==> src/rtl/fix2flt_pkg.sv <==
// ---------------------------------------------------------------------------
// fix2flt_pkg
// Shared definitions for the fixed-point to half-precision converter:
//   - state_t      : converter FSM states (IDLE, NORM, PACK, DONE)
//   - FRAC_BITS_DEF / EXP_BIAS_DEF : default parameter values (8.8 input,
//                    IEEE half-precision bias)
//   - *_W          : field widths of the half-precision word and the
//                    sign-and-magnitude input magnitude
// ---------------------------------------------------------------------------
package fix2flt_pkg;

    localparam int SIGN_W = 1;
    localparam int EXP_W  = 5;
    localparam int MANT_W = 10;
    localparam int MAG_W  = 15;
    localparam int FLT_W  = SIGN_W + EXP_W + MANT_W;

    localparam int FRAC_BITS_DEF = 8;
    localparam int EXP_BIAS_DEF  = 15;

    typedef enum logic [1:0] {
        IDLE = 2'd0,
        NORM = 2'd1,
        PACK = 2'd2,
        DONE = 2'd3
    } state_t;

endpackage : fix2flt_pkg

==> src/rtl/fix2flt_rnd.sv <==
// ---------------------------------------------------------------------------
// fix2flt_rnd
// Combinational packer: turns a normalised magnitude (leading one in bit 14,
// or all-zero) plus sign and biased exponent into a half-precision word.
//
// Configuration macro: FIX2FLT_ROUND_EN
//   undefined : truncate, mag[3:0] are discarded
//   defined   : round to nearest-even (guard = mag[3], sticky = |mag[2:0],
//               lsb = mag[4]); a mantissa carry-out clears the mantissa and
//               bumps the exponent by one
//
// Ports:
//   sign    in   sign bit to pass through
//   mag     in   normalised magnitude
//   exp_in  in   biased exponent matching mag
//   flt     out  {sign, exp, mant}; zero magnitude gives {sign, 15'b0}
// ---------------------------------------------------------------------------
module fix2flt_rnd
    import fix2flt_pkg::*;
(
    input  logic             sign,
    input  logic [MAG_W-1:0] mag,
    input  logic [EXP_W-1:0] exp_in,
    output logic [FLT_W-1:0] flt
);

    logic [MANT_W-1:0] mant;
    logic [EXP_W-1:0]  exp_v;

`ifdef FIX2FLT_ROUND_EN
    logic              guard;
    logic              sticky;
    logic              round_up;
    logic [MANT_W:0]   mant_sum;
`endif

    always_comb begin
        // NOTE: every combinational output gets a default first so no path
        // leaves it unassigned, which would otherwise infer a latch.
        mant  = mag[13:4];
        exp_v = exp_in;
`ifdef FIX2FLT_ROUND_EN
        guard    = mag[3];
        sticky   = |mag[2:0];
        round_up = guard & (sticky | mag[4]);
        mant_sum = {1'b0, mag[13:4]} + {{MANT_W{1'b0}}, round_up};
        mant     = mant_sum[MANT_W-1:0];
        // All-ones mantissa rounding up: 1.111..1 becomes 10.000..0, so the
        // mantissa is already zero and only the exponent moves.
        if (mant_sum[MANT_W]) begin
            exp_v = exp_in + {{(EXP_W-1){1'b0}}, 1'b1};
        end
`endif
        if (mag == '0) begin
            flt = {sign, {(EXP_W+MANT_W){1'b0}}};
        end else begin
            flt = {sign, exp_v, mant};
        end
    end

endmodule : fix2flt_rnd

==> src/rtl/fix2flt_seq.sv <==
// ---------------------------------------------------------------------------
// fix2flt_seq
// Sequential converter from 16-bit sign-and-magnitude fixed point
// (FRAC_BITS fraction bits) to IEEE half precision. The magnitude is
// normalised one left shift per cycle, then packed (and optionally rounded)
// by fix2flt_rnd. Latency from the start edge to done is shifts + 2 cycles.
//
// Configuration macro: FIX2FLT_ROUND_EN (see fix2flt_rnd); default truncates.
//
// Parameters:
//   FRAC_BITS  fraction bits of fix_in (default 8)
//   EXP_BIAS   exponent bias of the result (default 15)
//
// Ports:
//   clk      in   rising-edge clock
//   reset    in   asynchronous, active-low reset
//   start    in   one-cycle request; fix_in sampled on that edge (IDLE/DONE)
//   fix_in   in   {sign, magnitude[14:0]}
//   flt_out  out  registered half-precision result, held until next PACK
//   busy     out  high in NORM and PACK; start is ignored then
//   done     out  one-cycle pulse, flt_out valid
// ---------------------------------------------------------------------------
module fix2flt_seq
    import fix2flt_pkg::*;
#(
    parameter int FRAC_BITS = FRAC_BITS_DEF,
    parameter int EXP_BIAS  = EXP_BIAS_DEF
) (
    input  logic             clk,
    input  logic             reset,
    input  logic             start,
    input  logic [FLT_W-1:0] fix_in,
    output logic [FLT_W-1:0] flt_out,
    output logic             busy,
    output logic             done
);

    // A leading one in magnitude bit 14 with FRAC_BITS fraction bits is worth
    // 2**(14-FRAC_BITS); each normalising shift lowers that by one.
    localparam logic [EXP_W-1:0] EXP_INIT = EXP_W'(MAG_W - 1 - FRAC_BITS + EXP_BIAS);

    state_t            state_q, state_d;
    logic              sign_q;
    logic [MAG_W-1:0]  mag_q;
    logic [EXP_W-1:0]  exp_q;
    logic [FLT_W-1:0]  flt_q;
    logic [FLT_W-1:0]  flt_pack;

    logic              capture;
    logic              shift;
    logic              load_out;

    // Next-state and control decode.
    always_comb begin
        state_d  = state_q;
        capture  = 1'b0;
        shift    = 1'b0;
        load_out = 1'b0;
        busy     = 1'b0;
        done     = 1'b0;
        case (state_q)
            IDLE: begin
                if (start) begin
                    capture = 1'b1;
                    state_d = NORM;
                end
            end
            NORM: begin
                busy = 1'b1;
                if (mag_q == '0 || mag_q[MAG_W-1]) begin
                    state_d = PACK;
                end else begin
                    shift = 1'b1;
                end
            end
            PACK: begin
                busy     = 1'b1;
                load_out = 1'b1;
                state_d  = DONE;
            end
            DONE: begin
                done = 1'b1;
                if (start) begin
                    capture = 1'b1;
                    state_d = NORM;
                end else begin
                    state_d = IDLE;
                end
            end
            default: state_d = IDLE;
        endcase
    end

    // NOTE: sequential state uses non-blocking assignments so every register
    // samples pre-edge values regardless of statement order.
    always_ff @(posedge clk or negedge reset) begin
        if (!reset) begin
            state_q <= IDLE;
        end else begin
            state_q <= state_d;
        end
    end

    // NOTE: the datapath registers are reset too, so an aborted conversion
    // leaves no stale operand or result behind.
    always_ff @(posedge clk or negedge reset) begin
        if (!reset) begin
            sign_q <= 1'b0;
            mag_q  <= '0;
            exp_q  <= '0;
            flt_q  <= '0;
        end else begin
            if (capture) begin
                sign_q <= fix_in[FLT_W-1];
                mag_q  <= fix_in[MAG_W-1:0];
                exp_q  <= EXP_INIT;
            end else if (shift) begin
                mag_q  <= {mag_q[MAG_W-2:0], 1'b0};
                exp_q  <= exp_q - {{(EXP_W-1){1'b0}}, 1'b1};
            end
            if (load_out) begin
                flt_q <= flt_pack;
            end
        end
    end

    fix2flt_rnd u_rnd (
        .sign   (sign_q),
        .mag    (mag_q),
        .exp_in (exp_q),
        .flt    (flt_pack)
    );

    assign flt_out = flt_q;

endmodule : fix2flt_seq

==> config.mk <==
export PLATFORM = sky130hd
export DESIGN_NAME = fix2flt_seq
export DESIGN_NICKNAME = d
export VERILOG_FILES = /design/src/rtl/fix2flt_pkg.sv /design/src/rtl/fix2flt_rnd.sv /design/src/rtl/fix2flt_seq.sv
export SDC_FILE = /design/constraint.sdc
export NUM_CORES = 1
export LEC_CHECK = 0
export BUFFER_PORTS_ARGS = -buffer_cell sky130_fd_sc_hd__buf_2
export CAP_MARGIN = 20
export CORE_MARGIN = 2
export CORE_UTILIZATION = 49
export DETAILED_ROUTE_END_ITERATION = 10
export PLACE_DENSITY = 0.74
export SYNTH_ARGS = -nofsm -noshare
export SYNTH_HDL_FRONTEND = slang
export SYNTH_SLANG_ARGS = --single-unit
==> constraint.sdc <==
create_clock -name clk -period 1.7 [get_ports clk]
set_clock_uncertainty 0.05 [all_clocks]
set_input_delay 0.255 -clock clk [delete_from_list [all_inputs] [get_ports clk]]
set_output_delay 0.255 -clock clk [all_outputs]
set_load 0.01 [all_outputs]
# Yosys cells after proc, flatten, opt, wreduce, memory -nomap -nowiden
# Cells that the tools add are included.
dict set report word_totals {
  ff_bits 39
  output_inout_bits 18
}
dict set report classes {
  n_addsub 1
  n_eq_ne 5
  n_mux 16
  reduce_logical 7
}
# operator n
set op_table {}
lappend op_table {{$mux W15} 3}
lappend op_table {{$logic_not A15 Y1} 1}
lappend op_table {{$mux W5} 2}
lappend op_table {{$mux W1} 8}
lappend op_table {{$pmux W2 S4} 1}
lappend op_table {{$sub A5 B1 Y5 const B} 1}
lappend op_table {{$eq A2 B2 Y1 const B} 2}
lappend op_table {{$mux W2} 2}
lappend op_table {{$ne A2 B2 Y1 const B} 2}
lappend op_table {{$reduce_or A2 Y1} 2}
lappend op_table {{$eq A2 B1 Y1 const B} 1}
lappend op_table {{$logic_not A2 Y1} 1}
lappend op_table {{$reduce_and A2 Y1} 1}
lappend op_table {{$reduce_bool A2 Y1} 1}
lappend op_table {{$logic_or A1 B1 Y1} 1}

# Logic depth before layout (Yosys ltp)
# Gate-level depths: netlist of run 1.
dict set report logic_depth {
  word_depth 6
  depth_mapped 8
  mapped_depth_nobuf 6
}

# Modules after synthesis
# Synthesis of run 1 repeated with hierarchy kept, for this count alone.
dict set report unflattened {
  hier_cells 199
  area_unflattened_um2 1945.6
}
# module n_inst cells_each area_per_inst_um2 seq_area_each_um2
set modules_own_cells {}
lappend modules_own_cells {fix2flt_seq 1 174 1788.0 975.9}
lappend modules_own_cells {fix2flt_rnd 1 25 157.7 0.0}

# Worst setup path before layout of run 1
# No wires, ideal clock.
dict set report synth_path {
  path_type {register to register}
  startpoint {reg state_q[0]}
  endpoint {reg mag_q[10]}
  setup_time_ps 83
  arrival_ps 1595
  setup_slack_ps -28
  stages_incl_launch_ff 8
  path_cell_list {dfrtp_1 > inv_1 > ha_1 > nor2b_1 > buf_2 > nor2_1 > a22oi_1 > o21ai_0}
}
dict set report synth_between {
  elab_chain_cells 4
}
# item line
set synth_rtl {}
lappend synth_rtl {{from (decl)} fix2flt_seq.sv:42} ;# state_t state_q, state_d;
lappend synth_rtl {{from (signal assigned)} fix2flt_seq.sv:100} ;# state_q <= state_d;
lappend synth_rtl {{$eq A2 B2 Y1 / $logic_not A2 Y1 (equally long branches)} fix2flt_seq.sv:61} ;# case (state_q)
lappend synth_rtl {{$reduce_or A2 Y1 (no line)} n/a}
lappend synth_rtl {{$mux W1} n/a}
lappend synth_rtl {{$mux W15 / $reduce_bool A2 Y1 (equally long branches)} n/a}
lappend synth_rtl {{to (signal assigned)} fix2flt_seq.sv:115} ;# mag_q <= fix_in[MAG_W-1:0];
lappend synth_rtl {{to (signal assigned)} fix2flt_seq.sv:118} ;# mag_q <= {mag_q[MAG_W-2:0], 1'b0};
lappend synth_rtl {{to (decl)} fix2flt_seq.sv:44} ;# logic [MAG_W-1:0] mag_q;
# Several ways; a longest one is shown, not always the timed one.
# A chain may end at the register's enable or synchronous reset.

# Worst setup path in the final report of run 1
dict set report layout_path {
  startpoint {reg state_q[0]}
  endpoint {reg mag_q[13]}
}
# Same word-level chain as after synthesis.

==> metrics.txt, run 1 <==
# TYPE chip_impl_metric gauge
chip_impl_info{name="outcome",value="finished, final reports clean"} 1
chip_impl_metric{name="die_area",unit="sq mm"} 0.00432
chip_impl_metric{name="cp.arrival",unit="ps"} 1770
chip_impl_metric{name="timing.critical_path.slowest_cell_delay",unit="ps"} 430
chip_impl_info{name="netlist_top_cells_area",value="sky130_fd_sc_hd__dfrtp_1 (52%), sky130_fd_sc_hd__mux2_2 (7.2%), sky130_fd_sc_hd__nand2_1 (6.2%)"} 1
chip_impl_metric{name="seqCellArea",unit="sq um"} 977
chip_impl_info{name="synth_top_family_by_area",value="simple AND/OR/NAND/NOR gates"} 1
chip_impl_metric{name="final_hold_viol_count",unit=""} 0
chip_impl_metric{name="timing.final.setup_violations",unit=""} 0
chip_impl_metric{name="multi_input_comb_area",unit="sq um"} 837
chip_impl_metric{name="boundaryPins",unit=""} 37
chip_impl_info{name="synth_common_cells",value="sky130_fd_sc_hd__dfrtp_1 (39), sky130_fd_sc_hd__nand2_1 (31), sky130_fd_sc_hd__mux2_2 (12), sky130_fd_sc_hd__o21ai_0 (12)"} 1
chip_impl_metric{name="required",unit="ps"} 1820
chip_impl_metric{name="postSynthRegisterBits",unit=""} 39
chip_impl_metric{name="drt_drc_violations_left",unit=""} 0
chip_impl_metric{name="power.density",unit="mW/mm^2"} 2030
chip_impl_info{name="critical-path-slowest-cell",value="sky130_fd_sc_hd__dfrtp_1"} 1
chip_impl_info{name="crit_path_end_kind",value="flop"} 1
chip_impl_metric{name="final_layout_size_suffix_gt1_share",unit="%"} 38.4
chip_impl_info{name="crit-reg2reg-launch",value="state_q[0]"} 1
chip_impl_metric{name="path_max_fanout",unit=""} 11
chip_impl_metric{name="peakVddDrop",unit="mV"} 1.20
chip_impl_metric{name="avgSynthCellArea",unit="sq um"} 10.7
chip_impl_metric{name="fmax",unit="MHz"} 608
chip_impl_metric{name="fp-row-count",unit=""} 22
chip_impl_metric{name="syn_nets",unit=""} 200
chip_impl_metric{name="first_pass_iters",unit=""} 4
chip_impl_metric{name="mapped_area",unit="sq mm"} 0.00187
chip_impl_metric{name="grt_max_degree",unit=""} 40
chip_impl_metric{name="synthSimpleGateAreaFrac",unit="%"} 16.5
chip_impl_metric{name="grt_overflow_total",unit=""} 0
chip_impl_metric{name="total_power",unit="uW"} 4740
chip_impl_metric{name="detailedRoute.firstIterationViolations",unit=""} 71
chip_impl_metric{name="gr-usage-all-layers",unit="%"} 21.0
chip_impl_metric{name="worst-r2r-cell-count",unit=""} 7
chip_impl_info{name="grt_setup_unrepaired",value="true"} 1
chip_impl_metric{name="proportion_of_register_bits_with_asynchronous_set_or_reset_after_synthesis",unit="%"} 100
chip_impl_metric{name="layout_fillers",unit=""} 295
chip_impl_metric{name="arithmetic_cell_share_of_the_synthesized_area_counting_full_adders_half_adders_and_majority_gates",unit="%"} 4.02
chip_impl_metric{name="gp_congestion",unit=""} 0.781
chip_impl_metric{name="antennaDiodeCount",unit=""} 0
chip_impl_metric{name="synth.mux.area_fraction",unit="%"} 7.23
chip_impl_metric{name="placed_cell_count",unit=""} 263
chip_impl_metric{name="synth_sequential_area_ratio",unit="%"} 52.2
chip_impl_info{name="timing.hold.worst.class",value="in2reg"} 1
chip_impl_metric{name="worstSkewPairLatency",unit="ps"} 290
chip_impl_metric{name="design.core.area",unit="sq mm"} 0.00366
chip_impl_metric{name="tightest_pin_transition",unit="ps"} 483
chip_impl_metric{name="min_period_over_period",unit="%"} 96.8
chip_impl_info{name="cts.root.buffer_cell",value="sky130_fd_sc_hd__clkbuf_8"} 1
chip_impl_metric{name="worst-path-stages",unit=""} 7
chip_impl_info{name="synth_top_cell_by_area",value="sky130_fd_sc_hd__dfrtp_1"} 1
chip_impl_metric{name="htree_levels",unit=""} 2
chip_impl_metric{name="finalCriticalPeriod",unit="ps"} 1650
chip_impl_metric{name="critical_path.n_buffers_inverters",unit=""} 3
chip_impl_metric{name="synth_cell_types",unit=""} 31
chip_impl_info{name="tritoncts",value="done"} 1
chip_impl_metric{name="finalWirelength",unit="um"} 3990
chip_impl_metric{name="clock_sinks",unit=""} 39
chip_impl_metric{name="initial_core_util",unit="%"} 51.0
chip_impl_metric{name="finalNetCount",unit=""} 248
chip_impl_metric{name="vias_per_cell",unit=""} 5.23
chip_impl_info{name="rr_endpoint",value="mag_q[13]"} 1
chip_impl_metric{name="ant_nets",unit=""} 0
chip_impl_metric{name="dp_hpwl",unit="um"} 2820
chip_impl_info{name="critical-path-top-delay-family",value="flip-flops"} 1
chip_impl_metric{name="die_y",unit="um"} 65.7
chip_impl_metric{name="setup.reg_to_reg.worst_slack",unit="ps"} 50
chip_impl_metric{name="drv.max_cap_violation_count",unit=""} 0
chip_impl_metric{name="antenna_found_initial",unit=""} 0
chip_impl_info{name="crit_path_cell_chain",value="inv_2 -> ha_4 -> nor2b_2 -> buf_4 -> buf_12 -> a22oi_1 -> o21ai_1"} 1
chip_impl_metric{name="io_buffer_count",unit=""} 36
chip_impl_info{name="synthFlopType",value="sky130_fd_sc_hd__dfrtp_1"} 1
chip_impl_metric{name="post-route-util",unit="%"} 63.8
chip_impl_metric{name="wire_length_of_the_first_global_routing_pass",unit="um"} 6760
chip_impl_metric{name="vias",unit=""} 1423
chip_impl_metric{name="synth_top_area_share",unit="%"} 52.2
chip_impl_metric{name="post_cts.repair.setup_buffers",unit=""} 0
chip_impl_metric{name="maxSlewHeadroom",unit="%"} 67.8
chip_impl_metric{name="synth_warnings",unit=""} 0
chip_impl_metric{name="path_clk_slew",unit="ps"} 80
chip_impl_info{name="yosys.cell_count.top_type",value="sky130_fd_sc_hd__dfrtp_1"} 1
chip_impl_info{name="crit_path_class",value="reg2reg"} 1
chip_impl_metric{name="horizontal_die_dimension",unit="um"} 65.7
chip_impl_metric{name="power.leakage",unit="uW"} 0.00108
chip_impl_metric{name="synth_xor_area_share",unit="%"} 0.469
chip_impl_metric{name="synth-edff-count",unit=""} 0
chip_impl_metric{name="synthToLayoutAreaGrowth",unit="%"} 25.1
chip_impl_metric{name="timing_max_transition_violations_final",unit=""} 0
chip_impl_metric{name="drt-wirelength-per-cell",unit="um"} 14.7
chip_impl_info{name="setup.worst_path.start_class",value="flop"} 1
chip_impl_metric{name="cts-buffers-inserted",unit=""} 5
chip_impl_metric{name="clock_path_buffers",unit=""} 2
chip_impl_metric{name="synth-compound-area-share",unit="%"} 14.5
chip_impl_metric{name="first_global_vias",unit=""} 1414
chip_impl_info{name="startpoint",value="state_q[0]"} 1
chip_impl_info{name="endpoint",value="mag_q[13]"} 1
chip_impl_metric{name="final-instance-count-excl-fill",unit=""} 272
chip_impl_metric{name="synthesis.instances",unit=""} 175
==> what timing repair did <==
action | 4_1_cts | 5_1_grt
pin swaps | 0 | 2
gates resized for setup | 2 | 9
hold buffers | 1 | 0
endpoints found under the hold margin | 39 | 0
setup endpoints to repair | 1 | 10
==> tightest hold or removal path, cell delays in order <==
cell and delay, ps:
sky130_fd_sc_hd__buf_2 70, sky130_fd_sc_hd__nand2_1 40, sky130_fd_sc_hd__nand2_1 50
==> cell families (layout without fill, tap and decap cells) <==
group / after synthesis / after routing
muxes: 12 / 12
DFF: 39 / 39
adders and majority gates: 6 / 6
buffers and inverters: 20 / 69
xor gates and xnor gates: 1 / 1
AOI/OAI and AO/OA: 41 / 41
and+or+nand+nor: 56 / 56
==> power breakdown <==
part / switching [uW] / total [uW] / internal (uW)
clock network: 327 / 802 / 475
registers: 403 / 1760 / 1360
logic: 1100 / 2180 / 1080
total: 1830 / 4740 / 2910
==> cell type report <==
cell class | instances | share of cell area, %
sequential | 39 | 41.8
multi-input combinational | 116 | 35.8
timing repair buffer | 51 | 13.2
clock buffer | 6 | 3.53
tap | 48 | 2.57
inverter | 10 | 1.61
clock inverter | 2 | 1.50
==> registers in the layout, summed over array words and instances (netlist names) <==
name and flops:
flt_out 16, state_q 2, sign_q 1, exp_q 5, mag_q 15
==> per-layer routing <==
layer  up-vias  routed length, um  GRT usage (%)
li1        704                  -              -
met1       667               1830           28.2
met2        48               1870           32.1
met3         4                247           6.51
met4         0                 42           7.81
met5         -                  0              0
==> worst min-delay path by stage <==
| stage | to | start | cells past startpoint |
|---|---|---|---|
| 6_report | sign_q | fix_in[15] | 3 |
| 5_1_grt | sign_q | fix_in[15] | 3 |
| 4_1_cts | sign_q | fix_in[15] | 3 |
| 3_5_place_dp | flt_out[11] | reset | 2 |
| 3_3_place_gp | flt_out[13] | reset | 2 |
| 2_1_floorplan | exp_q[0] | reset | 0 |
==> through the flow <==
stage	setup TNS, ps	worst slack (ps)	area (sq um)	hold WS (ps)
detailed placement	0	81.0	2170	289
floorplan	0	44.2	1870	-90.6
global placement	0	56.9	2170	289
global route	-128	-35.5	2340	113
finish	0	54.8	2340	114
CTS	0	4.75	2310	104
==> cell usage in the layout (no fill, tap or decap), types with 3 or more instances in the layout <==
cell and count:
sky130_fd_sc_hd__o21ai_0 10, sky130_fd_sc_hd__o22ai_1 5, sky130_fd_sc_hd__nand2_1 31, sky130_fd_sc_hd__nor2_1 7
sky130_fd_sc_hd__inv_1 8, sky130_fd_sc_hd__a21oi_1 4, sky130_fd_sc_hd__a22oi_1 9, sky130_fd_sc_hd__clkbuf_8 6
sky130_fd_sc_hd__buf_2 36, sky130_fd_sc_hd__ha_1 4, sky130_fd_sc_hd__nor3_1 3, sky130_fd_sc_hd__nor4_4 3
sky130_fd_sc_hd__dfrtp_1 38, sky130_fd_sc_hd__buf_4 13, sky130_fd_sc_hd__a31oi_1 3, sky130_fd_sc_hd__mux2_2 12
sky130_fd_sc_hd__o21ai_1 4
No activity file was read; power rests on OpenSTA's default activity.
==> inputs of run 2 (changes only) <==
Settings changed: SYNTH_HIERARCHICAL from default to 1.
==> metrics.txt, run 2 <==
# TYPE chip_impl_metric gauge
chip_impl_info{name="crit_path_class",value="reg2reg"} 1
chip_impl_metric{name="dp_hpwl",unit="um"} 3010
chip_impl_metric{name="horizontal_die_dimension",unit="um"} 67.0
chip_impl_info{name="synth_top_family_by_area",value="simple AND/OR/NAND/NOR gates"} 1
chip_impl_metric{name="postSynthRegisterBits",unit=""} 39
chip_impl_info{name="yosys.cell_count.top_type",value="sky130_fd_sc_hd__dfrtp_1"} 1
chip_impl_metric{name="clock_path_buffers",unit=""} 2
chip_impl_metric{name="final-instance-count-excl-fill",unit=""} 295
chip_impl_metric{name="mapped_area",unit="sq mm"} 0.00195
chip_impl_metric{name="design.core.area",unit="sq mm"} 0.00374
chip_impl_metric{name="finalWirelength",unit="um"} 4260
chip_impl_metric{name="gr-usage-all-layers",unit="%"} 20.7
chip_impl_metric{name="synth.mux.area_fraction",unit="%"} 10.0
chip_impl_metric{name="cp.arrival",unit="ps"} 1830
chip_impl_info{name="critical-path-slowest-cell",value="sky130_fd_sc_hd__dfrtp_1"} 1
chip_impl_metric{name="vias_per_cell",unit=""} 5.47
chip_impl_metric{name="detailedRoute.firstIterationViolations",unit=""} 76
chip_impl_info{name="layout.cells.most_common",value="sky130_fd_sc_hd__dfrtp_1"} 1
chip_impl_metric{name="placed_cell_count",unit=""} 283
chip_impl_metric{name="finalCriticalPeriod",unit="ps"} 1700
chip_impl_metric{name="maxSlewHeadroom",unit="%"} 73.3
chip_impl_metric{name="synth_warnings",unit=""} 6
chip_impl_info{name="synth_common_cells",value="sky130_fd_sc_hd__dfrtp_1 (39), sky130_fd_sc_hd__nand2_1 (34), sky130_fd_sc_hd__nor2_1 (18)"} 1
chip_impl_metric{name="synth_xor_area_share",unit="%"} 0
chip_impl_metric{name="cts-buffers-inserted",unit=""} 5
chip_impl_metric{name="fmax",unit="MHz"} 589
chip_impl_info{name="tritoncts",value="done"} 1
chip_impl_metric{name="required",unit="ps"} 1830
chip_impl_metric{name="synth-compound-area-share",unit="%"} 11.1
chip_impl_metric{name="largest_reg_flops",unit=""} 16
chip_impl_metric{name="tightest_pin_transition",unit="ps"} 400
chip_impl_info{name="netlist_top_cells_area",value="sky130_fd_sc_hd__dfrtp_1 (50%), sky130_fd_sc_hd__mux2_2 (9.3%), sky130_fd_sc_hd__nand2_1 (6.6%)"} 1
chip_impl_metric{name="grt_overflow_total",unit=""} 0
chip_impl_metric{name="initial_core_util",unit="%"} 52.0
chip_impl_metric{name="final_hold_viol_count",unit=""} 0
chip_impl_metric{name="die_y",unit="um"} 67.0
chip_impl_metric{name="synth_sequential_area_ratio",unit="%"} 50.2
chip_impl_metric{name="synthSimpleGateAreaFrac",unit="%"} 17.5
chip_impl_metric{name="hold_slack",unit="ps"} 102
chip_impl_metric{name="finalNetCount",unit=""} 271
chip_impl_info{name="layout_common_cells",value="sky130_fd_sc_hd__dfrtp_1 (39), sky130_fd_sc_hd__buf_2 (36), sky130_fd_sc_hd__nand2_1 (34), sky130_fd_sc_hd__buf_4 (24), sky130_fd_sc_hd__nor2_1 (18)"} 1
chip_impl_metric{name="power.leakage",unit="uW"} 0.00114
chip_impl_metric{name="synth_cell_types",unit=""} 32
chip_impl_metric{name="io_buffer_count",unit=""} 36
chip_impl_metric{name="path_max_fanout",unit=""} 7
chip_impl_metric{name="synth-edff-count",unit=""} 0
chip_impl_metric{name="clock_sinks",unit=""} 39
chip_impl_metric{name="wire_length_of_the_first_global_routing_pass",unit="um"} 6890
chip_impl_metric{name="first_global_vias",unit=""} 1498
chip_impl_info{name="timing.hold.worst.class",value="in2reg"} 1
chip_impl_metric{name="fp-row-count",unit=""} 22
chip_impl_info{name="cts.root.buffer_cell",value="sky130_fd_sc_hd__clkbuf_8"} 1
chip_impl_metric{name="path_clk_slew",unit="ps"} 80
chip_impl_metric{name="boundaryPins",unit=""} 37
chip_impl_metric{name="power.density",unit="mW/mm^2"} 1860
chip_impl_metric{name="synth_top_area_share",unit="%"} 50.2
chip_impl_metric{name="setup_slack",unit="ps"} 2.27
chip_impl_info{name="synth_top_cell_by_area",value="sky130_fd_sc_hd__dfrtp_1"} 1
chip_impl_metric{name="total_power",unit="uW"} 4540
chip_impl_metric{name="vias",unit=""} 1615
chip_impl_info{name="grt_setup_unrepaired",value="true"} 1
chip_impl_metric{name="worstSkewPairLatency",unit="ps"} 290
chip_impl_metric{name="synthesis.instances",unit=""} 199
chip_impl_metric{name="htree_levels",unit=""} 2
chip_impl_metric{name="final_layout_size_suffix_gt1_share",unit="%"} 38.9
chip_impl_info{name="crit_path_cell_chain",value="nor4_2 -> and4_2 -> o21ai_1 -> mux2_4"} 1
chip_impl_info{name="crit_path_end_kind",value="flop"} 1
chip_impl_metric{name="arithmetic_cell_share_of_the_synthesized_area_counting_full_adders_half_adders_and_majority_gates",unit="%"} 3.86
chip_impl_metric{name="ant_nets",unit=""} 0
chip_impl_metric{name="die_area",unit="sq mm"} 0.00449
chip_impl_metric{name="timing_max_transition_violations_final",unit=""} 0
chip_impl_metric{name="detailedPlace.worstSlack",unit="ps"} -10.4
chip_impl_metric{name="antenna_found_initial",unit=""} 0
chip_impl_metric{name="fin_area",unit="sq mm"} 0.00244
chip_impl_info{name="synthFlopType",value="sky130_fd_sc_hd__dfrtp_1"} 1
chip_impl_metric{name="gp_congestion",unit=""} 0.828
chip_impl_info{name="outcome",value="finished, final reports clean"} 1
chip_impl_metric{name="drt-wirelength-per-cell",unit="um"} 14.4
chip_impl_metric{name="antennaDiodeCount",unit=""} 0
chip_impl_metric{name="syn_nets",unit=""} 224
chip_impl_metric{name="grt_max_degree",unit=""} 34
chip_impl_metric{name="timing.final.setup_violations",unit=""} 0
chip_impl_metric{name="proportion_of_register_bits_with_asynchronous_set_or_reset_after_synthesis",unit="%"} 100
chip_impl_metric{name="timing.critical_path.slowest_cell_delay",unit="ps"} 400
chip_impl_metric{name="avgSynthCellArea",unit="sq um"} 9.78
chip_impl_info{name="setup.worst_path.start_class",value="flop"} 1
chip_impl_metric{name="drv.max_cap_violation_count",unit=""} 0
chip_impl_metric{name="first_pass_iters",unit=""} 4
chip_impl_metric{name="drt_drc_violations_left",unit=""} 0
chip_impl_metric{name="peakVddDrop",unit="mV"} 1.11
chip_impl_metric{name="instance_area_after_placement",unit="sq mm"} 0.00226
chip_impl_metric{name="synthToLayoutAreaGrowth",unit="%"} 25.5
chip_impl_metric{name="min_period_over_period",unit="%"} 99.9
==> run 2: path summary, 6_finish.rpt <==
kind / end / start / slack, ps / depth (start not counted)
worst max register to register: state_q[1] / mag_q[12] / 2 / 4
worst min-delay path: sign_q / fix_in[15] / 100 / 3
min in group asynchronous: flt_out[5] / reset / 370 / 2
max in group asynchronous: mag_q[5] / reset / 720 / 3
worst min register to register: sign_q / sign_q / 430 / 2
worst max-delay path: state_q[1] / mag_q[12] / 2 / 4
==> run 2: stage by stage <==
step	util [%]	TNS, ps
finish	65.2	0
global route	65.2	-200
CTS	63.6	0
detailed placement	60.3	-10.4
global placement	60.3	0
floorplan	-	0
==> run 2: critical path: cells and delay by family (launching register included) <==
kind               cells  cell delay (ps)
AOI/OAI and AO/OA      1              100
muxes                  1              300
DFF                    1              400
and+or+nand+nor        2              740
==> run 2: logic make-up (layout without fill, tap and decap cells) <==
group                      Yosys count  after routing
muxes                               17             17
adders and majority gates            6              6
DFF                                 39             39
and+or+nand+nor                     72             72
AOI/OAI and AO/OA                   33             33
buffers and inverters               32             80
==> run 2: final cells by class <==
type	instances	area [sq um]
sequential	39	976
clock buffer	5	68.8
tap	48	60.1
clock inverter	3	43.8
fill	321	1300
timing repair buffer	62	390
inverter	10	37.5
multi-input combinational	128	865
==> run 2: where the power goes <==
| group | internal [uW] | switching (uW) | total, uW | leakage, uW |
|---|---|---|---|---|
| registers | 1330 | 309 | 1640 | 0.000436 |
| logic | 1060 | 1060 | 2120 | 0.000642 |
| clock network | 437 | 335 | 772 | 0.0000581 |
| total | 2830 | 1700 | 4540 | 0.00114 |
==> run 2: layer usage <==
| layer | up-vias | part of all wire [%] | wire [um] | global-route usage, % |
|---|---|---|---|---|
| li1 | 778 | - | - | - |
| met1 | 799 | 47 | 1980 | 27.5 |
| met2 | 34 | 49 | 2080 | 32.8 |
| met3 | 4 | 3.9 | 168 | 5.91 |
| met4 | 0 | 0.66 | 28 | 5.87 |
| met5 | - | 0 | 0 | 0 |
==> run 2: what timing repair did <==
item,4_1_cts,5_1_grt
setup buffers,0,3
resized for setup,1,7
endpoints found under the setup margin,1,19
hold buffers,1,0
endpoints found under the hold margin,16,0
pin swaps,0,1
==> inputs of run 3 (changes only) <==
Settings changed: CORE_UTILIZATION 49 to 54, PLACE_DENSITY 0.74 to 0.77.
Clock period 1.7 ns to 1.59 ns, I/O delays scaled along.
==> metrics.txt, run 3 (synthesis results as in run 2) <==
# TYPE chip_impl_metric gauge
chip_impl_metric{name="first_pass_iters",unit=""} 4
chip_impl_metric{name="finalCriticalPeriod",unit="ps"} 1600
chip_impl_metric{name="fp-row-count",unit=""} 21
chip_impl_metric{name="path_max_fanout",unit=""} 7
chip_impl_metric{name="instance_area_after_placement",unit="sq mm"} 0.00233
chip_impl_metric{name="drv.max_cap_violation_count",unit=""} 0
chip_impl_metric{name="timing.final.setup_violations",unit=""} 3
chip_impl_metric{name="hold-path-cell-count",unit=""} 3
chip_impl_metric{name="finalNetCount",unit=""} 284
chip_impl_metric{name="horizontal_die_dimension",unit="um"} 64.0
chip_impl_metric{name="setup_slack",unit="ps"} -14.0
chip_impl_metric{name="boundaryPins",unit=""} 37
chip_impl_metric{name="grt_max_degree",unit=""} 40
chip_impl_metric{name="cts-buffers-inserted",unit=""} 5
chip_impl_metric{name="fmax",unit="MHz"} 623
chip_impl_metric{name="detailedRoute.firstIterationViolations",unit=""} 85
chip_impl_metric{name="detailedPlace.worstSlack",unit="ps"} -66.6
chip_impl_metric{name="ant_nets",unit=""} 0
chip_impl_info{name="violations_in_the_final_reports",value="negative setup slack"} 1
chip_impl_metric{name="timing_max_transition_violations_final",unit=""} 0
chip_impl_metric{name="total_power",unit="uW"} 5180
chip_impl_info{name="layout_common_cells",value="sky130_fd_sc_hd__dfrtp_1 (38), sky130_fd_sc_hd__buf_2 (35), sky130_fd_sc_hd__nand2_1 (34), sky130_fd_sc_hd__buf_4 (30), sky130_fd_sc_hd__nor2_1 (17)"} 1
chip_impl_info{name="crit_path_end_kind",value="flop"} 1
chip_impl_metric{name="fin_area",unit="sq mm"} 0.00262
chip_impl_info{name="setup.worst_path.start_class",value="flop"} 1
chip_impl_metric{name="wire_length_of_the_first_global_routing_pass",unit="um"} 7400
chip_impl_metric{name="clock_sinks",unit=""} 39
chip_impl_info{name="tritoncts",value="done"} 1
chip_impl_metric{name="htree_levels",unit=""} 2
chip_impl_metric{name="tightest_pin_transition",unit="ps"} 483
chip_impl_metric{name="maxSlewHeadroom",unit="%"} 67.8
chip_impl_metric{name="worst-r2r-cell-count",unit=""} 5
chip_impl_metric{name="path_clk_slew",unit="ps"} 110
chip_impl_metric{name="gr-usage-all-layers",unit="%"} 23.6
chip_impl_info{name="grt_setup_unrepaired",value="true"} 1
chip_impl_metric{name="hold_slack",unit="ps"} 23.2
chip_impl_metric{name="post-route-util",unit="%"} 77.4
chip_impl_metric{name="grt_overflow_total",unit=""} 0
chip_impl_metric{name="io_buffer_count",unit=""} 36
chip_impl_metric{name="peakVddDrop",unit="mV"} 1.11
chip_impl_metric{name="antenna_found_initial",unit=""} 0
chip_impl_metric{name="initial_core_util",unit="%"} 57.4
chip_impl_info{name="cts.root.buffer_cell",value="sky130_fd_sc_hd__clkbuf_4"} 1
chip_impl_metric{name="die_y",unit="um"} 64.0
chip_impl_metric{name="worstSkewPairLatency",unit="ps"} 350
chip_impl_metric{name="min_period_over_period",unit="%"} 101
chip_impl_info{name="timing.hold.worst.class",value="in2reg"} 1
chip_impl_metric{name="finalWirelength",unit="um"} 4940
chip_impl_metric{name="vias_per_cell",unit=""} 5.67
chip_impl_metric{name="first_global_vias",unit=""} 1616
chip_impl_metric{name="power.leakage",unit="uW"} 0.00121
chip_impl_metric{name="die_area",unit="sq mm"} 0.00410
chip_impl_metric{name="antennaDiodeCount",unit=""} 0
chip_impl_metric{name="drt_drc_violations_left",unit=""} 0
chip_impl_metric{name="final_layout_size_suffix_gt1_share",unit="%"} 45.8
chip_impl_metric{name="cp.arrival",unit="ps"} 1840
chip_impl_metric{name="design.core.area",unit="sq mm"} 0.00339
chip_impl_metric{name="clock_path_buffers",unit=""} 2
chip_impl_info{name="layout.cells.most_common",value="sky130_fd_sc_hd__dfrtp_1"} 1
chip_impl_metric{name="required",unit="ps"} 1830
chip_impl_metric{name="final_hold_viol_count",unit=""} 0
chip_impl_info{name="outcome",value="finished, violations left"} 1
chip_impl_metric{name="synthToLayoutAreaGrowth",unit="%"} 34.8
chip_impl_metric{name="power.density",unit="mW/mm^2"} 1980
chip_impl_info{name="crit_path_class",value="reg2reg"} 1
chip_impl_metric{name="largest_reg_flops",unit=""} 16
chip_impl_metric{name="vias",unit=""} 1734
chip_impl_metric{name="gp_congestion",unit=""} 0.836
chip_impl_metric{name="dp_hpwl",unit="um"} 3100
chip_impl_metric{name="drt-wirelength-per-cell",unit="um"} 16.2
==> run 3: cell type report <==
class	instances	area (sq um)
fillers	221	767
well taps	46	57.6
inverters	10	37.5
repair buffers	75	552
clock buffers	7	45.0
multi-input cells	128	948
clock inverters	1	5.00
flip-flops and latches	39	977
==> run 3: path summary, 6_finish.rpt <==
kind	from	endpoint	slack, ps
setup / recovery	state_q[1]	exp_q[3]	-10
hold / removal	fix_in[15]	sign_q	20
setup reg to reg	state_q[1]	exp_q[3]	-10
hold reg to reg	sign_q	sign_q	440
min in group asynchronous	reset	flt_out[12]	390
max in group asynchronous	reset	mag_q[9]	740
==> run 3: power by group <==
part / switching, uW / leakage, uW / internal (uW)
Clock: 312 / 0.0000293 / 172
Sequential: 343 / 0.000436 / 1430
Combinational: 1390 / 0.000741 / 1540
Total: 2050 / 0.00121 / 3130
==> run 3: layer usage <==
layer | share of wire (%) | track usage (%) | vias up | wire [um]
li1 | - | - | 803 | -
met5 | 0 | 0 | - | 0
met1 | 39 | 30.4 | 855 | 1910
met4 | 1.7 | 8.70 | 0 | 84
met3 | 6.1 | 5.11 | 10 | 304
met2 | 53 | 39.2 | 66 | 2640
==> run 3: worst max-delay path, cell delays in order, from the launching register on <==
cell                       delay [ps]
sky130_fd_sc_hd__dfrtp_1          430
sky130_fd_sc_hd__inv_2             80
sky130_fd_sc_hd__ha_2             210
sky130_fd_sc_hd__nand2b_4          90
sky130_fd_sc_hd__or4_1            510
sky130_fd_sc_hd__a21oi_1          170
==> run 3: metrics by stage <==
step | cells | setup TNS [ps]
3_5_place_dp | 288 | -135
2_1_floorplan | 199 | -27.3
6_report | 306 | -17.8
4_1_cts | 301 | -5.89
5_1_grt | 306 | -905
3_3_place_gp | 288 | -10.3
==> run 3: repair_timing <==
action / in CTS / in global routing
gates cloned: 0 / 1
hold buffers: 1 / 0
buffers inserted: 4 / 4
endpoints found under the hold margin: 39 / 0
pin swaps: 2 / 11
resized for setup: 7 / 22
setup endpoints to repair: 10 / 28
